==> src/rtl/cmd_frame_pkg.sv <==
// ---------------------------------------------------------------------------
// cmd_frame_pkg
// Shared definitions for the command-frame controller:
//   - frame opcode bytes (AA/BB/CC/DD/EE/EF)
//   - controller state enum
//   - ERR_CODE values
//   - idle_decode(): maps a frame's first byte to the state it starts in
// ---------------------------------------------------------------------------
package cmd_frame_pkg;

  localparam logic [7:0] OPC_AA = 8'hAA;  // single write : addr, data
  localparam logic [7:0] OPC_BB = 8'hBB;  // single read  : addr
  localparam logic [7:0] OPC_CC = 8'hCC;  // ALU, operands in frame : opA, opB, fun
  localparam logic [7:0] OPC_DD = 8'hDD;  // ALU, stored operands   : fun
  localparam logic [7:0] OPC_EE = 8'hEE;  // burst write : addr, len, len+1 data
  localparam logic [7:0] OPC_EF = 8'hEF;  // burst read  : addr, len

  typedef enum logic [3:0] {
    ST_IDLE,
    ST_GET_ADDR,
    ST_GET_LEN,
    ST_GET_DATA,
    ST_RD_REQ,
    ST_RD_WAIT,
    ST_RD_PUSH,
    ST_GET_OPA,
    ST_GET_OPB,
    ST_GET_FUN,
    ST_ALU_WAIT,
    ST_ALU_PUSH
  } state_e;

  localparam logic [1:0] ERR_NONE    = 2'b00;
  localparam logic [1:0] ERR_TIMEOUT = 2'b01;
  localparam logic [1:0] ERR_BAD_OP  = 2'b10;
  localparam logic [1:0] ERR_DROP    = 2'b11;

  // First byte of a frame -> state it leads to. ST_IDLE means "not an opcode".
  function automatic state_e idle_decode(input logic [7:0] op);
    case (op)
      OPC_AA, OPC_BB, OPC_EE, OPC_EF: return ST_GET_ADDR;
      OPC_CC:                         return ST_GET_OPA;
      OPC_DD:                         return ST_GET_FUN;
      default:                        return ST_IDLE;
    endcase
  endfunction

endpackage

==> src/rtl/cmd_frame_ctrl_if.sv <==
// ---------------------------------------------------------------------------
// cmd_frame_ctrl_if
// Bundles every bus the controller talks to:
//   RX      : RX_P_DATA, RX_D_VLD
//   regfile : WrEn, RdEn, Address, WrData, RdData, RdData_Valid
//   ALU     : ALU_EN, ALU_FUN, GATE_EN, ALU_OUT, OUT_VALID
//   TX FIFO : FIFO_WR_DATA, FIFO_W_INC, FIFO_FULL
//   status  : BUSY, FRAME_ERR, ERR_CODE
// master = the controller, slave = the surrounding system.
// ---------------------------------------------------------------------------
interface cmd_frame_ctrl_if #(
  parameter int DSIZE    = 8,
  parameter int ASIZE    = 4,
  parameter int OUT_SIZE = 16,
  parameter int FUN_W    = 4
);
  logic [DSIZE-1:0]    RX_P_DATA;
  logic                RX_D_VLD;
  logic [DSIZE-1:0]    RdData;
  logic                RdData_Valid;
  logic [OUT_SIZE-1:0] ALU_OUT;
  logic                OUT_VALID;
  logic                FIFO_FULL;

  logic                WrEn;
  logic                RdEn;
  logic [ASIZE-1:0]    Address;
  logic [DSIZE-1:0]    WrData;
  logic                ALU_EN;
  logic [FUN_W-1:0]    ALU_FUN;
  logic                GATE_EN;
  logic [DSIZE-1:0]    FIFO_WR_DATA;
  logic                FIFO_W_INC;
  logic                BUSY;
  logic                FRAME_ERR;
  logic [1:0]          ERR_CODE;

  modport master (
    input  RX_P_DATA, RX_D_VLD, RdData, RdData_Valid, ALU_OUT, OUT_VALID, FIFO_FULL,
    output WrEn, RdEn, Address, WrData, ALU_EN, ALU_FUN, GATE_EN,
           FIFO_WR_DATA, FIFO_W_INC, BUSY, FRAME_ERR, ERR_CODE
  );

  modport slave (
    output RX_P_DATA, RX_D_VLD, RdData, RdData_Valid, ALU_OUT, OUT_VALID, FIFO_FULL,
    input  WrEn, RdEn, Address, WrData, ALU_EN, ALU_FUN, GATE_EN,
           FIFO_WR_DATA, FIFO_W_INC, BUSY, FRAME_ERR, ERR_CODE
  );
endinterface

==> src/rtl/frame_timeout_cnt.sv <==
// ---------------------------------------------------------------------------
// frame_timeout_cnt
// Inter-byte watchdog. Loads TIMEOUT on clr, counts down while en, and flags
// expire once TIMEOUT idle cycles have elapsed and a further idle cycle is
// seen. A clear in the same cycle suppresses expire, so an event arriving
// exactly at the limit still wins.
// Ports: CLK, RST (async, active-low), clr, en -> expire (combinational).
// ---------------------------------------------------------------------------
module frame_timeout_cnt #(
  parameter int TIMEOUT = 1023
) (
  input  logic CLK,
  input  logic RST,
  input  logic clr,
  input  logic en,
  output logic expire
);
  localparam int CW = $clog2(TIMEOUT + 1);

  logic [CW-1:0] cnt_reg;

  always_ff @(posedge CLK or negedge RST) begin
    if (!RST) begin
      cnt_reg <= CW'(TIMEOUT);
    end else if (clr) begin
      cnt_reg <= CW'(TIMEOUT);
    end else if (en && (cnt_reg != '0)) begin
      cnt_reg <= cnt_reg - 1'b1;
    end
  end

  assign expire = en && !clr && (cnt_reg == '0);

endmodule

==> src/rtl/cmd_frame_ctrl.sv <==
// ---------------------------------------------------------------------------
// cmd_frame_ctrl
// Decodes command frames from the UART RX, drives register-file writes/reads
// (single and burst), starts ALU operations and returns results to the TX
// FIFO. Every output is registered; strobes show up the cycle after the byte
// or valid that caused them.
// Ports: CLK, RST (async, active-low), bus (cmd_frame_ctrl_if.master).
// ---------------------------------------------------------------------------
module cmd_frame_ctrl
  import cmd_frame_pkg::*;
#(
  parameter int DSIZE    = 8,
  parameter int ASIZE    = 4,
  parameter int OUT_SIZE = 16,
  parameter int FUN_W    = 4,
  parameter int OPA_ADDR = 0,
  parameter int OPB_ADDR = 1,
  parameter int TIMEOUT  = 1023
) (
  input logic              CLK,
  input logic              RST,
  cmd_frame_ctrl_if.master bus
);
  localparam int NB    = OUT_SIZE / DSIZE;
  localparam int IDX_W = (NB > 1) ? $clog2(NB) : 1;

  state_e              state_reg, state_next;
  logic [7:0]          opc_reg, opc_next;
  logic [ASIZE-1:0]    addr_reg, addr_next;       // next burst address
  logic [DSIZE-1:0]    cnt_reg, cnt_next;         // accesses left after the current one
  logic [DSIZE-1:0]    rd_data_reg, rd_data_next;
  logic [OUT_SIZE-1:0] alu_res_reg, alu_res_next;
  logic [IDX_W-1:0]    idx_reg, idx_next;
  logic [IDX_W-1:0]    last_idx_reg, last_idx_next;

  logic                wr_en_reg, wr_en_next;
  logic                rd_en_reg, rd_en_next;
  logic [ASIZE-1:0]    address_reg, address_next;
  logic [DSIZE-1:0]    wr_data_reg, wr_data_next;
  logic                alu_en_reg, alu_en_next;
  logic [FUN_W-1:0]    alu_fun_reg, alu_fun_next;
  logic                gate_en_reg, gate_en_next;
  logic [DSIZE-1:0]    fifo_data_reg, fifo_data_next;
  logic                fifo_inc_reg, fifo_inc_next;
  logic                busy_reg, busy_next;
  logic                frame_err_reg, frame_err_next;
  logic [1:0]          err_code_reg, err_code_next;

  logic [7:0]          rx_op;
  logic [ASIZE-1:0]    rx_addr;
  logic                accept, drop, push_last;
  logic                tmo_en, tmo_clr, tmo_expire;
  logic [DSIZE-1:0]    res_byte [NB];
  logic [NB-1:0]       out_nz;
  logic [IDX_W-1:0]    alu_last_idx;

  assign rx_op   = bus.RX_P_DATA[7:0];
  assign rx_addr = bus.RX_P_DATA[ASIZE-1:0];

  // Byte lanes of the latched result, and which lanes of the live ALU_OUT
  // are non-zero (used to trim leading zero bytes from the reply).
  for (genvar gi = 0; gi < NB; gi++) begin : g_bytes
    assign res_byte[gi] = alu_res_reg[gi*DSIZE +: DSIZE];
    assign out_nz[gi]   = |bus.ALU_OUT[gi*DSIZE +: DSIZE];
  end

  always_comb begin
    alu_last_idx = '0;
    for (int i = 0; i < NB; i++) begin
      if (out_nz[i]) alu_last_idx = IDX_W'(i);
    end
  end

  // "Accepted" events restart the watchdog; dropped bytes do not.
  always_comb begin
    accept = 1'b0;
    case (state_reg)
      ST_GET_ADDR, ST_GET_LEN, ST_GET_DATA,
      ST_GET_OPA, ST_GET_OPB, ST_GET_FUN: accept = bus.RX_D_VLD;
      ST_RD_WAIT:                         accept = bus.RdData_Valid;
      ST_ALU_WAIT:                        accept = bus.OUT_VALID;
      default:                            accept = 1'b0;
    endcase
  end

  assign drop = bus.RX_D_VLD &&
                (state_reg inside {ST_RD_REQ, ST_RD_WAIT, ST_RD_PUSH, ST_ALU_WAIT, ST_ALU_PUSH});

  // Push states may stall on FIFO_FULL forever, so the watchdog sleeps there.
  assign tmo_en  = !(state_reg inside {ST_IDLE, ST_RD_PUSH, ST_ALU_PUSH});
  assign tmo_clr = !tmo_en || accept;

  assign push_last = (state_reg == ST_ALU_PUSH) && !bus.FIFO_FULL && (idx_reg == last_idx_reg);

  frame_timeout_cnt #(.TIMEOUT(TIMEOUT)) u_tmo (
    .CLK    (CLK),
    .RST    (RST),
    .clr    (tmo_clr),
    .en     (tmo_en),
    .expire (tmo_expire)
  );

  // State and registered outputs
  always_ff @(posedge CLK or negedge RST) begin
    if (!RST) begin
      state_reg     <= ST_IDLE;
      opc_reg       <= '0;
      addr_reg      <= '0;
      cnt_reg       <= '0;
      rd_data_reg   <= '0;
      alu_res_reg   <= '0;
      idx_reg       <= '0;
      last_idx_reg  <= '0;
      wr_en_reg     <= 1'b0;
      rd_en_reg     <= 1'b0;
      address_reg   <= '0;
      wr_data_reg   <= '0;
      alu_en_reg    <= 1'b0;
      alu_fun_reg   <= '0;
      gate_en_reg   <= 1'b0;
      fifo_data_reg <= '0;
      fifo_inc_reg  <= 1'b0;
      busy_reg      <= 1'b0;
      frame_err_reg <= 1'b0;
      err_code_reg  <= ERR_NONE;
    end else begin
      state_reg     <= state_next;
      opc_reg       <= opc_next;
      addr_reg      <= addr_next;
      cnt_reg       <= cnt_next;
      rd_data_reg   <= rd_data_next;
      alu_res_reg   <= alu_res_next;
      idx_reg       <= idx_next;
      last_idx_reg  <= last_idx_next;
      wr_en_reg     <= wr_en_next;
      rd_en_reg     <= rd_en_next;
      address_reg   <= address_next;
      wr_data_reg   <= wr_data_next;
      alu_en_reg    <= alu_en_next;
      alu_fun_reg   <= alu_fun_next;
      gate_en_reg   <= gate_en_next;
      fifo_data_reg <= fifo_data_next;
      fifo_inc_reg  <= fifo_inc_next;
      busy_reg      <= busy_next;
      frame_err_reg <= frame_err_next;
      err_code_reg  <= err_code_next;
    end
  end

  // Next-state logic
  always_comb begin
    state_next = state_reg;
    if (tmo_expire) begin
      state_next = ST_IDLE;
    end else begin
      case (state_reg)
        ST_IDLE:     if (bus.RX_D_VLD) state_next = idle_decode(rx_op);
        ST_GET_ADDR: if (bus.RX_D_VLD) begin
                       if (opc_reg == OPC_AA)      state_next = ST_GET_DATA;
                       else if (opc_reg == OPC_BB) state_next = ST_RD_REQ;
                       else                        state_next = ST_GET_LEN;
                     end
        ST_GET_LEN:  if (bus.RX_D_VLD) state_next = (opc_reg == OPC_EE) ? ST_GET_DATA : ST_RD_REQ;
        ST_GET_DATA: if (bus.RX_D_VLD && (cnt_reg == '0)) state_next = ST_IDLE;
        ST_RD_REQ:   state_next = ST_RD_WAIT;
        ST_RD_WAIT:  if (bus.RdData_Valid) state_next = ST_RD_PUSH;
        ST_RD_PUSH:  if (!bus.FIFO_FULL) state_next = (cnt_reg == '0) ? ST_IDLE : ST_RD_REQ;
        ST_GET_OPA:  if (bus.RX_D_VLD) state_next = ST_GET_OPB;
        ST_GET_OPB:  if (bus.RX_D_VLD) state_next = ST_GET_FUN;
        ST_GET_FUN:  if (bus.RX_D_VLD) state_next = ST_ALU_WAIT;
        ST_ALU_WAIT: if (bus.OUT_VALID) state_next = ST_ALU_PUSH;
        ST_ALU_PUSH: if (push_last) state_next = ST_IDLE;
        default:     state_next = ST_IDLE;
      endcase
    end
  end

  // Output / datapath next values. Read strobes are issued on the transition
  // into RD_REQ so RdEn is high while the FSM sits in RD_REQ.
  always_comb begin
    opc_next       = opc_reg;
    addr_next      = addr_reg;
    cnt_next       = cnt_reg;
    rd_data_next   = rd_data_reg;
    alu_res_next   = alu_res_reg;
    idx_next       = idx_reg;
    last_idx_next  = last_idx_reg;
    wr_en_next     = 1'b0;
    rd_en_next     = 1'b0;
    address_next   = address_reg;
    wr_data_next   = wr_data_reg;
    alu_en_next    = 1'b0;
    alu_fun_next   = alu_fun_reg;
    fifo_data_next = fifo_data_reg;
    fifo_inc_next  = 1'b0;
    frame_err_next = 1'b0;
    err_code_next  = err_code_reg;
    busy_next      = (state_next != ST_IDLE);
    gate_en_next   = (state_next == ST_ALU_WAIT) || (state_next == ST_ALU_PUSH) || push_last;

    if (tmo_expire) begin
      frame_err_next = 1'b1;
      err_code_next  = ERR_TIMEOUT;
    end else begin
      if (drop) begin
        frame_err_next = 1'b1;
        err_code_next  = ERR_DROP;
      end
      case (state_reg)
        ST_IDLE: if (bus.RX_D_VLD) begin
          opc_next = rx_op;
          if (idle_decode(rx_op) == ST_IDLE) begin
            frame_err_next = 1'b1;
            err_code_next  = ERR_BAD_OP;
          end
        end
        ST_GET_ADDR: if (bus.RX_D_VLD) begin
          cnt_next  = '0;
          addr_next = rx_addr;
          if (opc_reg == OPC_BB) begin
            rd_en_next   = 1'b1;
            address_next = rx_addr;
            addr_next    = rx_addr + 1'b1;
          end
        end
        ST_GET_LEN: if (bus.RX_D_VLD) begin
          cnt_next = bus.RX_P_DATA;
          if (opc_reg == OPC_EF) begin
            rd_en_next   = 1'b1;
            address_next = addr_reg;
            addr_next    = addr_reg + 1'b1;
          end
        end
        ST_GET_DATA: if (bus.RX_D_VLD) begin
          wr_en_next   = 1'b1;
          address_next = addr_reg;
          wr_data_next = bus.RX_P_DATA;
          addr_next    = addr_reg + 1'b1;
          cnt_next     = cnt_reg - 1'b1;
        end
        ST_RD_WAIT: if (bus.RdData_Valid) rd_data_next = bus.RdData;
        ST_RD_PUSH: if (!bus.FIFO_FULL) begin
          fifo_inc_next  = 1'b1;
          fifo_data_next = rd_data_reg;
          if (cnt_reg != '0) begin
            cnt_next     = cnt_reg - 1'b1;
            rd_en_next   = 1'b1;
            address_next = addr_reg;
            addr_next    = addr_reg + 1'b1;
          end
        end
        ST_GET_OPA: if (bus.RX_D_VLD) begin
          wr_en_next   = 1'b1;
          address_next = ASIZE'(OPA_ADDR);
          wr_data_next = bus.RX_P_DATA;
        end
        ST_GET_OPB: if (bus.RX_D_VLD) begin
          wr_en_next   = 1'b1;
          address_next = ASIZE'(OPB_ADDR);
          wr_data_next = bus.RX_P_DATA;
        end
        ST_GET_FUN: if (bus.RX_D_VLD) begin
          alu_en_next  = 1'b1;
          alu_fun_next = bus.RX_P_DATA[FUN_W-1:0];
        end
        ST_ALU_WAIT: if (bus.OUT_VALID) begin
          alu_res_next  = bus.ALU_OUT;
          last_idx_next = alu_last_idx;
          idx_next      = '0;
        end
        ST_ALU_PUSH: if (!bus.FIFO_FULL) begin
          fifo_inc_next  = 1'b1;
          fifo_data_next = res_byte[idx_reg];
          idx_next       = idx_reg + 1'b1;
        end
        default: ;
      endcase
    end
  end

  assign bus.WrEn         = wr_en_reg;
  assign bus.RdEn         = rd_en_reg;
  assign bus.Address      = address_reg;
  assign bus.WrData       = wr_data_reg;
  assign bus.ALU_EN       = alu_en_reg;
  assign bus.ALU_FUN      = alu_fun_reg;
  assign bus.GATE_EN      = gate_en_reg;
  assign bus.FIFO_WR_DATA = fifo_data_reg;
  assign bus.FIFO_W_INC   = fifo_inc_reg;
  assign bus.BUSY         = busy_reg;
  assign bus.FRAME_ERR    = frame_err_reg;
  assign bus.ERR_CODE     = err_code_reg;

endmodule

==> src/flat_wrapper.sv <==
// flat-port wrapper written by rule: the top's interface ports become plain ports
module cmd_frame_ctrl_flat import cmd_frame_pkg::*;
#(
  parameter int DSIZE    = 8,
  parameter int ASIZE    = 4,
  parameter int OUT_SIZE = 16,
  parameter int FUN_W    = 4,
  parameter int OPA_ADDR = 0,
  parameter int OPB_ADDR = 1,
  parameter int TIMEOUT  = 1023
)
  (CLK, RST, bus_RX_P_DATA, bus_RX_D_VLD, bus_RdData, bus_RdData_Valid, bus_ALU_OUT, bus_OUT_VALID, bus_FIFO_FULL, bus_WrEn, bus_RdEn, bus_Address, bus_WrData, bus_ALU_EN, bus_ALU_FUN, bus_GATE_EN, bus_FIFO_WR_DATA, bus_FIFO_W_INC, bus_BUSY, bus_FRAME_ERR, bus_ERR_CODE);
  cmd_frame_ctrl_if #(.DSIZE(DSIZE), .ASIZE(ASIZE), .OUT_SIZE(OUT_SIZE), .FUN_W(FUN_W)) bus_i ();
  input logic CLK;
  input logic RST;
  input wire logic [$bits(bus_i.RX_P_DATA)-1:0] bus_RX_P_DATA;
  input wire logic [$bits(bus_i.RX_D_VLD)-1:0] bus_RX_D_VLD;
  input wire logic [$bits(bus_i.RdData)-1:0] bus_RdData;
  input wire logic [$bits(bus_i.RdData_Valid)-1:0] bus_RdData_Valid;
  input wire logic [$bits(bus_i.ALU_OUT)-1:0] bus_ALU_OUT;
  input wire logic [$bits(bus_i.OUT_VALID)-1:0] bus_OUT_VALID;
  input wire logic [$bits(bus_i.FIFO_FULL)-1:0] bus_FIFO_FULL;
  output wire logic [$bits(bus_i.WrEn)-1:0] bus_WrEn;
  output wire logic [$bits(bus_i.RdEn)-1:0] bus_RdEn;
  output wire logic [$bits(bus_i.Address)-1:0] bus_Address;
  output wire logic [$bits(bus_i.WrData)-1:0] bus_WrData;
  output wire logic [$bits(bus_i.ALU_EN)-1:0] bus_ALU_EN;
  output wire logic [$bits(bus_i.ALU_FUN)-1:0] bus_ALU_FUN;
  output wire logic [$bits(bus_i.GATE_EN)-1:0] bus_GATE_EN;
  output wire logic [$bits(bus_i.FIFO_WR_DATA)-1:0] bus_FIFO_WR_DATA;
  output wire logic [$bits(bus_i.FIFO_W_INC)-1:0] bus_FIFO_W_INC;
  output wire logic [$bits(bus_i.BUSY)-1:0] bus_BUSY;
  output wire logic [$bits(bus_i.FRAME_ERR)-1:0] bus_FRAME_ERR;
  output wire logic [$bits(bus_i.ERR_CODE)-1:0] bus_ERR_CODE;
  assign bus_i.RX_P_DATA = bus_RX_P_DATA;
  assign bus_i.RX_D_VLD = bus_RX_D_VLD;
  assign bus_i.RdData = bus_RdData;
  assign bus_i.RdData_Valid = bus_RdData_Valid;
  assign bus_i.ALU_OUT = bus_ALU_OUT;
  assign bus_i.OUT_VALID = bus_OUT_VALID;
  assign bus_i.FIFO_FULL = bus_FIFO_FULL;
  assign bus_WrEn = bus_i.WrEn;
  assign bus_RdEn = bus_i.RdEn;
  assign bus_Address = bus_i.Address;
  assign bus_WrData = bus_i.WrData;
  assign bus_ALU_EN = bus_i.ALU_EN;
  assign bus_ALU_FUN = bus_i.ALU_FUN;
  assign bus_GATE_EN = bus_i.GATE_EN;
  assign bus_FIFO_WR_DATA = bus_i.FIFO_WR_DATA;
  assign bus_FIFO_W_INC = bus_i.FIFO_W_INC;
  assign bus_BUSY = bus_i.BUSY;
  assign bus_FRAME_ERR = bus_i.FRAME_ERR;
  assign bus_ERR_CODE = bus_i.ERR_CODE;
  cmd_frame_ctrl #(.DSIZE(DSIZE), .ASIZE(ASIZE), .OUT_SIZE(OUT_SIZE), .FUN_W(FUN_W), .OPA_ADDR(OPA_ADDR), .OPB_ADDR(OPB_ADDR), .TIMEOUT(TIMEOUT)) u_core (.CLK(CLK), .RST(RST), .bus(bus_i));
endmodule
==> config.mk <==
export PLATFORM = sky130hd
export DESIGN_NAME = cmd_frame_ctrl_flat
export DESIGN_NICKNAME = d
export VERILOG_FILES = /design/src/rtl/cmd_frame_pkg.sv /design/src/rtl/cmd_frame_ctrl_if.sv /design/src/rtl/frame_timeout_cnt.sv /design/src/rtl/cmd_frame_ctrl.sv /design/src/flat_wrapper.sv
export SDC_FILE = /design/constraint.sdc
export NUM_CORES = 1
export LEC_CHECK = 0
export BUFFER_PORTS_ARGS = -buffer_cell sky130_fd_sc_hd__buf_2
export CORE_ASPECT_RATIO = 0.9
export CORE_UTILIZATION = 50
export DETAILED_ROUTE_END_ITERATION = 12
export GPL_ROUTABILITY_DRIVEN = 1
export PLACE_DENSITY = 0.74
export RECOVER_POWER = 25
export SYNTH_ARGS = -nofsm -noshare
export SYNTH_HDL_FRONTEND = slang
export SYNTH_SLANG_ARGS = --single-unit
==> constraint.sdc <==
create_clock -name CLK -period 1.7 [get_ports CLK]
set_input_delay 0.085 -clock CLK [delete_from_list [all_inputs] [get_ports CLK]]
set_output_delay 0.085 -clock CLK [all_outputs]
set_load 0.05 [all_outputs]
# After elaboration in Yosys (flattened, before gate mapping)
# Cells that the tools add are included.
# Widths: inputs -> output; s select.
classes:
  addsub: 5
  mul: 0
  div_mod_pow: 0
  magnitude_cmp: 1
  eq_ne: 35
  shift: 0
  mux: 84
  n_bitwise: 2
  reduce_logical: 42
op_table:
  columns: ["operator", "count"]
  rows:
  - ["$mux 4", 32]
  - ["$eq 8x8->1 const B", 10]
  - ["$mux 8", 10]
  - ["$pmux 4 s12", 1]
  - ["$pmux 8 s4", 1]
  - ["$eq 4x4->1 const B", 6]
  - ["$pmux 4 s6", 1]
  - ["$mux 1", 23]
  - ["$mux 10", 2]
  - ["$ne 2x2->1 const B", 9]
  - ["$eq 4x3->1 const B", 4]
  - ["$pmux 4 s4", 1]
  - ["$pmux 8 s2", 1]
  - ["$reduce_and 3->1", 5]
  - ["$pmux 4 s3", 1]
  - ["$reduce_and 11->1", 1]
  - ["$logic_not 10->1", 1]
  - ["$mux 2", 5]
  - ["$reduce_bool 10->1", 1]
  - ["$sub 10x1->10 const B", 1]
  - ["$mux 3", 3]
  - ["$add 4x1->4 const B", 2]
  - ["$eq 4x2->1 const B", 2]
  - ["$logic_not 4->1", 2]
  - ["other kinds (28)", 44]
totals:
  reg_bits: 93
  latch_bits: 0
  ram_bits: 0
  romBits: 0
  input_bits: 38
  n_memories: 0

# Longest topological paths before layout
# Gate-level depths: netlist of run 1.
depth:
  ltp_word: 13
  mapped_depth: 8

# Hierarchy
# From an unflattened synthesis of run 1, not the netlist that was laid out.
unflattened:
  cells_unflattened: 497
  area_unflattened_um2: 4999.8
by_module_without_submodules:
  columns: ["module", "n_inst", "cells_per_inst", "area_each_um2"]
  rows:
  - ["cmd_frame_ctrl", 1, 433, 4391.7]
  - ["frame_timeout_cnt", 1, 64, 608.1]

# Worst setup path after synthesis of run 1
# Ideal clock, no wire load.
synth_path:
  path_type: "reg-to-reg"
  start: "register u_core.u_tmo.cnt_reg[0]"
  end: "register u_core.busy_reg, in the netlist u_core.bus.BUSY"
  arrival_time_ns: 1.721
  slack_ns: -0.160
  path_stages_with_launch: 8
  path_buffers: 0
  synth_period_minus_slack_ns: 1.860
  cell_sequence: "dfstp_2 -> inv_1 -> ha_1 -> or3b_2 -> nor4_4 -> and2_1 -> a31o_2 -> o2111ai_1"
synth_between:
  elab_chain_len: 4
synth_rtl:
  columns: ["item", "line_no", "text"]
  rows:
  - ["start: declaration", "frame_timeout_cnt.sv:20", "logic [CW-1:0] cnt_reg;"]
  - ["start signal: assignment", "frame_timeout_cnt.sv:24", "cnt_reg <= CW'(TIMEOUT);"]
  - ["start signal: assignment", "frame_timeout_cnt.sv:26", "cnt_reg <= CW'(TIMEOUT);"]
  - ["start signal: assignment", "frame_timeout_cnt.sv:28", "cnt_reg <= cnt_reg - 1'b1;"]
  - ["$logic_not 10->1", "frame_timeout_cnt.sv:32", "assign expire = en && !clr && (cnt_reg == '0);"]
  - ["$logic_and 1x1->1", "frame_timeout_cnt.sv:32", null]
  - ["$mux 4", "cmd_frame_ctrl.sv:153", "if (tmo_expire) begin"]
  - ["$reduce_bool 4->1", "cmd_frame_ctrl.sv:198", "busy_next = (state_next != ST_IDLE);"]
  - ["named net u_core.busy_next", "cmd_frame_ctrl.sv:45", "logic busy_reg, busy_next;"]
  - ["end signal: assignment", "cmd_frame_ctrl.sv:144", "busy_reg <= busy_next;"]
  - ["end: declaration", "cmd_frame_ctrl.sv:45", null]
# The timed path passes the listed nets, and every way through them passes these cells.
# A chain may end at the register's enable or synchronous reset.

# Worst setup path after layout of run 1
layout_path:
  start: "register u_core.state_reg[0]"
  end: "register u_core.busy_reg, in the netlist u_core.bus.BUSY"
layout_between:
  elab_chain_len: 9
  word_cells_on_any_way: 36
  cone_classes: "11 x eq/ne; 14 x mux; 11 x reduce/logical"
layout_rtl:
  columns: ["item", "line_no", "text"]
  rows:
  - ["start: declaration", "cmd_frame_ctrl.sv:27", "state_e state_reg, state_next;"]
  - ["start signal: assignment", "cmd_frame_ctrl.sv:127", "state_reg <= state_next;"]
  - ["$eq 4x1->1, or another cell as far along", "cmd_frame_ctrl.sv:77, cmd_frame_ctrl.sv:156", null]
  - ["$reduce_or 6->1", "cmd_frame_ctrl.sv:77", "case (state_reg)"]
  - ["$pmux 1 s3", "cmd_frame_ctrl.sv:77", null]
  - ["$logic_or 1x1->1", "cmd_frame_ctrl.sv:91", "assign tmo_clr = !tmo_en || accept;"]
  - ["$logic_not 1->1", "frame_timeout_cnt.sv:32", null]
  - ["$logic_and 1x1->1 (2 in a row)", "frame_timeout_cnt.sv:32", null]
  - ["$mux 4 (*)", "cmd_frame_ctrl.sv:153", null]
  - ["$reduce_bool 4->1 (*)", "cmd_frame_ctrl.sv:198", null]
  - ["named net u_core.busy_next", "cmd_frame_ctrl.sv:45", null]
# The timed path passes the listed nets; every way through them passes the cells marked *.

==> results.tsv, run 1 <==
stage	metric	value	unit
final_layout	layout cell share with drive strength beyond 1	0.512	
timing	Final Skew	0.0115	ns
place	Port-buffer cells	70	
synth	Mapped Nets	530	
final_layout	commonest non-fill, non-tap cells in the layout	86 x buf_4, 81 x dfrtp_1, 70 x buf_2	
grt	number of global-route vias before repair	4426	
pwr	maximum vdd drop	1.19	mV
critical_path	CP Data Required Time	1.95	ns
floorplan	DIE AREA	0.0103	mm2
synth	EDFF count, synth	0	
synth	Main synth FF type	dfrtp_1	
critical_path	max incr delay on CP	0.47	ns
floorplan	Rows	34	
critical_path	CP Launch Type	register	
grt	GR Overflow Total	0	
place	HPWL after detailed placement	9.24	mm
critical_path	reg2reg setup slack	-0.25	ns
grt	first-pass GRT wire length	22.2	mm
drt	DRT iter0 DRCs	283	
critical_path	WS Path Type	reg2reg	
drt	post-route ant nets	0	
drt	final WL	15.6	mm
floorplan	Die W	107	um
clocking	CTS tree	done	
critical_path	crit path cell chain	buf_6 > buf_4 > nor2b_2 > buf_4 > a32oi_1 > nand3_2 > o211ai_2 > o2111ai_2	
final_layout	Layout Area Growth over Synthesis	49.1	%
floorplan	Core Area	0.00966	mm2
pwr	Pleak	3.45	nW
clocking	root buffer cell	clkbuf_8	
drt	DRC viols	0	
place	RD Place Congestion	0.902	
drt	post-DR wirelength/cell	19.1	um
place	placed instance count	744	
floorplan	starting density of the core	0.512	
pwr	Cell Pwr Density	1770	mW/mm2
synth	sequential share of the synthesized area	0.473	
timing	setup ws final	-0.251	ns
run_status	run status	finished with violations	
timing	Slew HR	0.0329	
critical_path	most used cell, CP	buf_4	
timing	Min Clock Period, post-route	1.95	ns
synth	Post-Syn Instances	484	
job	total of max-cap violations	0	
clocking	H-tree levels	3	
timing	max-slew violations	0	
drt	via count	4782	
synth	Yosys cell types	66	
synth	syn_area_per_cell	10.2	um2
critical_path	WP data arrival	2.20	ns
grt	GRT Total Usage	0.282	
clocking	clk buf depth	2	
final_layout	ant diodes	0	
pwr	Pwr Total	13.0	mW
critical_path	CP max FO	5	
final_layout	fin util	0.763	
final_layout	non-filler instance count after layout	816	
critical_path	CP endpoint kind	register	
final_layout	max reg flops	16	
floorplan	IO Pins	71	
synth	post-synthesis cell area	0.00494	mm2
grt	antenna violations before repair	0	
drt	Vias/cell	5.86	
critical_path	Slowest cell on crit path	dfrtp_2	
timing	RSZ-0062 raised after global routing	true	
final_layout	fin nets	731	
floorplan	Die Height	96.3	um
timing	fmax	0.513	GHz
timing	Hold Vio Cnt, Final	0	
drt	DRT Pass-1 Iters	5	
timing	worst hold margin	0.0621	ns
clocking	clock slew at reported path FFs	0.10	ns
timing	crit share post-route	1.15	
timing	Worst-Margin Slew	1.45	ns
clocking	Num CTS Buffers	9	
synth	Yosys reg bits	93	
synth	Async SR Flop Fraction	1.00	
grt	largest net degree at the start of global routing	47	
clocking	CTS Sinks	93	
final_layout	commonest non-fill, non-tap cell in the layout	buf_4	
min_path	min-delay worst type	in2reg	
synth	count of warnings emitted by yosys	0	
run_status	failing checks	negative setup slack	
timing	final setup fails	48	
clocking	Worst-Skew Late Latency	0.38	ns
## worst max-delay path: cells and delay by family (launching register included)
kind	cells	cell delay (ns)
DFF	1	0.47
buffers and inverters	3	0.41
and+or+nand+nor	2	0.30
AOI/OAI and AO/OA	3	0.64
## routing by layer
layer  wire length (um)  share of wire  global-route usage  vias up
li1                   -              -                   -     2145
met1               6460           0.41               0.386     2357
met2               7610           0.49               0.441      228
met3               1090          0.070              0.0630       52
met4                455          0.029               0.104        0
met5                  0              0                   0        -
## synthesized netlist by cell type, drive strengths merged, types with 4 or more instances
cell    number  area, um2
nor2b        8       50.1
inv         15       56.3
nor3        15       80.1
buf         14       70.1
nor2        31        116
o22a         4       35.0
a22oi        7       52.6
nand2b      10       62.6
xnor2        6       52.6
ha           8        100
nand4b       4       35.0
dfstp       10        263
clkbuf      12       45.0
o211ai       5       42.5
nand2       49        186
mux2        46        518
nand3       13       65.1
nor4         6       67.6
mux2i       10        100
o21ai       38        190
or3          6       37.5
xor2         5       43.8
dfrtp       83       2080
a21oi       28        140
## where the power goes
group / leakage (nW) / total (mW) / switching, mW / internal, mW
registers: 1.15 / 3.72 / 0.629 / 3.09
clock network: 0.0918 / 1.47 / 0.904 / 0.570
logic: 2.20 / 7.82 / 4.35 / 3.47
total: 3.45 / 13.0 / 5.88 / 7.14
## worst paths after layout
path,end,cells past startpoint,start
min reg2reg,u_core.bus.WrData[1],2,u_core.bus.WrData[1]
min,u_core.bus.WrData[6],2,bus_RX_P_DATA[6]
max in group asynchronous,u_core.u_tmo.cnt_reg[0],3,RST
max reg2reg,u_core.bus.BUSY,8,u_core.state_reg[0]
max,u_core.bus.BUSY,8,u_core.state_reg[0]
min in group asynchronous,u_core.bus.WrData[1],2,RST
## per-stage QoR
step | TNS, ns | setup WS (ns) | area [um2]
floorplan | -0.462 | -0.0758 | 5010
global placement | -5.40 | -0.218 | 6100
detailed placement | -7.00 | -0.253 | 6100
CTS | -2.29 | -0.181 | 6880
global route | -12.18 | -0.294 | 7370
finish | -4.28 | -0.251 | 7370
## final cells by class
class,instances,area (um2)
Clock buffer,9,124
Clock inverter,7,66.3
Fill cell,581,2290
Inverter,15,60.1
Multi-Input combinational cell,350,2920
Sequential cell,93,2340
Tap cell,126,158
Timing Repair Buffer,216,1700
## cells by family after synthesis
kind of cell,count (synthesis),share of synthesized area
xor+xnor,11,0.0195
fa+ha+maj,8,0.0203
compound gates,110,0.147
mux,56,0.125
flops,93,0.473
simple gates,165,0.180
buf+inv,41,0.0347
## repair_timing
item                       in CTS  in global routing
setup endpoints to repair      52                 88
cloned                          1                  4
pin swaps                      18                 23
setup buffers                  16                 12
gates resized for setup        56                102
hold buffers                   25                  0
hold endpoints to repair       93                  0
(Power assumes the default switching activity.)
==> run 2, diff against run 1 <==
PLACE_DENSITY = 0.71   (was 0.74)
clock period = 2.1 ns   (was 1.7 ns; I/O delays follow)
==> run 2 against run 1 <==
  * The run now ends clean
  * Critical path depth shrank 2
  * Sequential power shrank 19%
  * Count of clock-buffer cells in the layout is the same
  * Largest power group unchanged
==> results.tsv, run 2 (same netlist as run 1, synthesis figures left out) <==
stage	metric	value	unit
critical_path	CP top delay family	simple AND/OR/NAND/NOR gates	
timing	Hold Vio Cnt, Final	0	
final_layout	layout cell share with drive strength beyond 1	0.321	
clocking	root buffer cell	clkbuf_8	
clocking	CTS Sinks	93	
critical_path	WS Path Type	reg2reg	
pwr	Pwr Total	8.44	mW
pwr	Pleak	2.74	nW
drt	DRC viols	0	
run_status	run status	completed	
final_layout	fin util	0.626	
grt	antenna violations before repair	0	
drt	DRT Pass-1 Iters	5	
clocking	CTS tree	done	
final_layout	ant diodes	0	
floorplan	Rows	34	
timing	max-slew violations	0	
timing	final setup fails	0	
critical_path	crit path cell chain	or3_1 > o211a_1 > o221a_2 > and2_4 > buf_4 > or3_1	
clocking	clk buf depth	2	
critical_path	most used cell, CP	or3_1	
pwr	maximum vdd drop	1.00	mV
timing	crit share post-route	0.973	
floorplan	starting density of the core	0.512	
place	HPWL after detailed placement	8.44	mm
critical_path	WP buf/inv	1	
critical_path	CP Launch Type	register	
drt	final WL	12.0	mm
drt	DRT iter0 DRCs	248	
clocking	Num CTS Buffers	9	
pwr	Cell Pwr Density	1390	mW/mm2
timing	Min Clock Period, post-route	2.04	ns
timing	RSZ-0062 raised after global routing	false	
grt	GRT Total Usage	0.240	
grt	first-pass GRT wire length	19.1	mm
drt	via count	4145	
critical_path	max incr delay on CP	0.51	ns
drt	post-DR wirelength/cell	16.5	um
final_layout	fin nets	643	
critical_path	CP endpoint kind	register	
place	Port-buffer cells	70	
timing	fmax	0.489	GHz
final_layout	Layout Area Growth over Synthesis	22.4	%
grt	largest net degree at the start of global routing	49	
job	total of max-cap violations	0	
drt	post-route ant nets	0	
drt	Vias/cell	5.69	
timing	Slew HR	0.197	
clocking	Worst-Skew Late Latency	0.36	ns
timing	Worst-Margin Slew	1.20	ns
floorplan	Die Height	96.3	um
floorplan	Core Area	0.00966	mm2
critical_path	CP max FO	13	
grt	number of global-route vias before repair	3862	
critical_path	Slowest cell on crit path	dfrtp_2	
floorplan	Die W	107	um
grt	GR Overflow Total	0	
critical_path	reg2reg setup slack	0.06	ns
timing	Final Skew	0.0102	ns
clocking	H-tree levels	3	
timing	setup_tns	0	ns
final_layout	commonest non-fill, non-tap cells in the layout	80 x dfrtp_1, 63 x buf_2, 47 x nand2_1	
final_layout	max reg flops	16	
min_path	min-delay worst type	in2reg	
clocking	clock slew at reported path FFs	0.10	ns
place	RD Place Congestion	0.901	
floorplan	DIE AREA	0.0103	mm2
critical_path	WP data arrival	2.29	ns
final_layout	commonest non-fill, non-tap cell in the layout	dfrtp_1	
critical_path	CP Data Required Time	2.34	ns
floorplan	IO Pins	71	
[run 2: changes by cell type in the layout (fill, tap and decap cells not counted), sizes merged]
cell	change
buf	-92
clkbuf	+4
clkinv	+2
inv	-2
[run 2: worst register-to-register path: cells and delay by family, from the launching register on]
| kind | cells | cell delay, ns |
|---|---|---|
| buffers and inverters | 1 | 0.12 |
| flip-flops | 1 | 0.51 |
| AO/OA/AOI/OAI | 2 | 0.41 |
| AND/OR/NAND/NOR | 3 | 0.90 |
[run 2: path summary, 6_finish.rpt]
path | start | endpoint | depth (start not counted)
max reg2reg | u_core.state_reg[1] | u_core.bus.FRAME_ERR | 6
min reg2reg | u_core.bus.FIFO_WR_DATA[7] | u_core.bus.FIFO_WR_DATA[7] | 2
min | bus_FIFO_FULL | u_core.idx_reg | 2
max | u_core.state_reg[1] | u_core.bus.FRAME_ERR | 6
min in group asynchronous | RST | u_core.bus.WrData[1] | 2
max in group asynchronous | RST | u_core.u_tmo.cnt_reg[8] | 3
[run 2: cell type report]
class | count | area [um2]
Timing Repair Buffer | 128 | 866
Clock inverter | 7 | 50.0
Sequential cell | 93 | 2340
Fill cell | 774 | 3610
Tap cell | 126 | 158
Inverter | 15 | 56.3
Clock buffer | 9 | 124
Multi-Input combinational cell | 350 | 2450
[run 2: repair_timing]
action / CTS / global route
resized for setup: 0 / 9
hold buffers: 24 / 1
setup endpoints to repair: 0 / 13
buffers inserted: 0 / 1
endpoints found under the hold margin: 68 / 1
[run 2: layer usage]
| metal | GRT usage | share of wire | vias to the layer above | wire [um] |
|---|---|---|---|---|
| met5 | 0 | 0 | - | 0 |
| met2 | 0.410 | 0.49 | 140 | 5910 |
| li1 | - | - | 1975 | - |
| met4 | 0.0651 | 0.0097 | 0 | 117 |
| met1 | 0.319 | 0.45 | 2020 | 5390 |
| met3 | 0.0399 | 0.051 | 10 | 613 |
[run 2: where the power goes]
group	leakage [nW]	internal [mW]	switching, mW	total (mW)
logic	1.50	1.67	2.68	4.35
clock network	0.0816	0.432	0.652	1.08
registers	1.15	2.50	0.494	3.00
total	2.74	4.61	3.83	8.44
[run 2: through the flow]
stage / hold WS, ns / worst slack (ns) / std cells / instance area (um2)
2_1_floorplan: -0.191 / 0.240 / 484 / 4940
3_3_place_gp: 0.144 / 0.135 / 686 / 5600
3_5_place_dp: 0.157 / 0.0252 / 686 / 5600
4_1_cts: 0.00531 / 0.0128 / 726 / 6020
5_1_grt: 0.0573 / 0.00253 / 728 / 6050
6_report: 0.0615 / 0.0559 / 728 / 6050
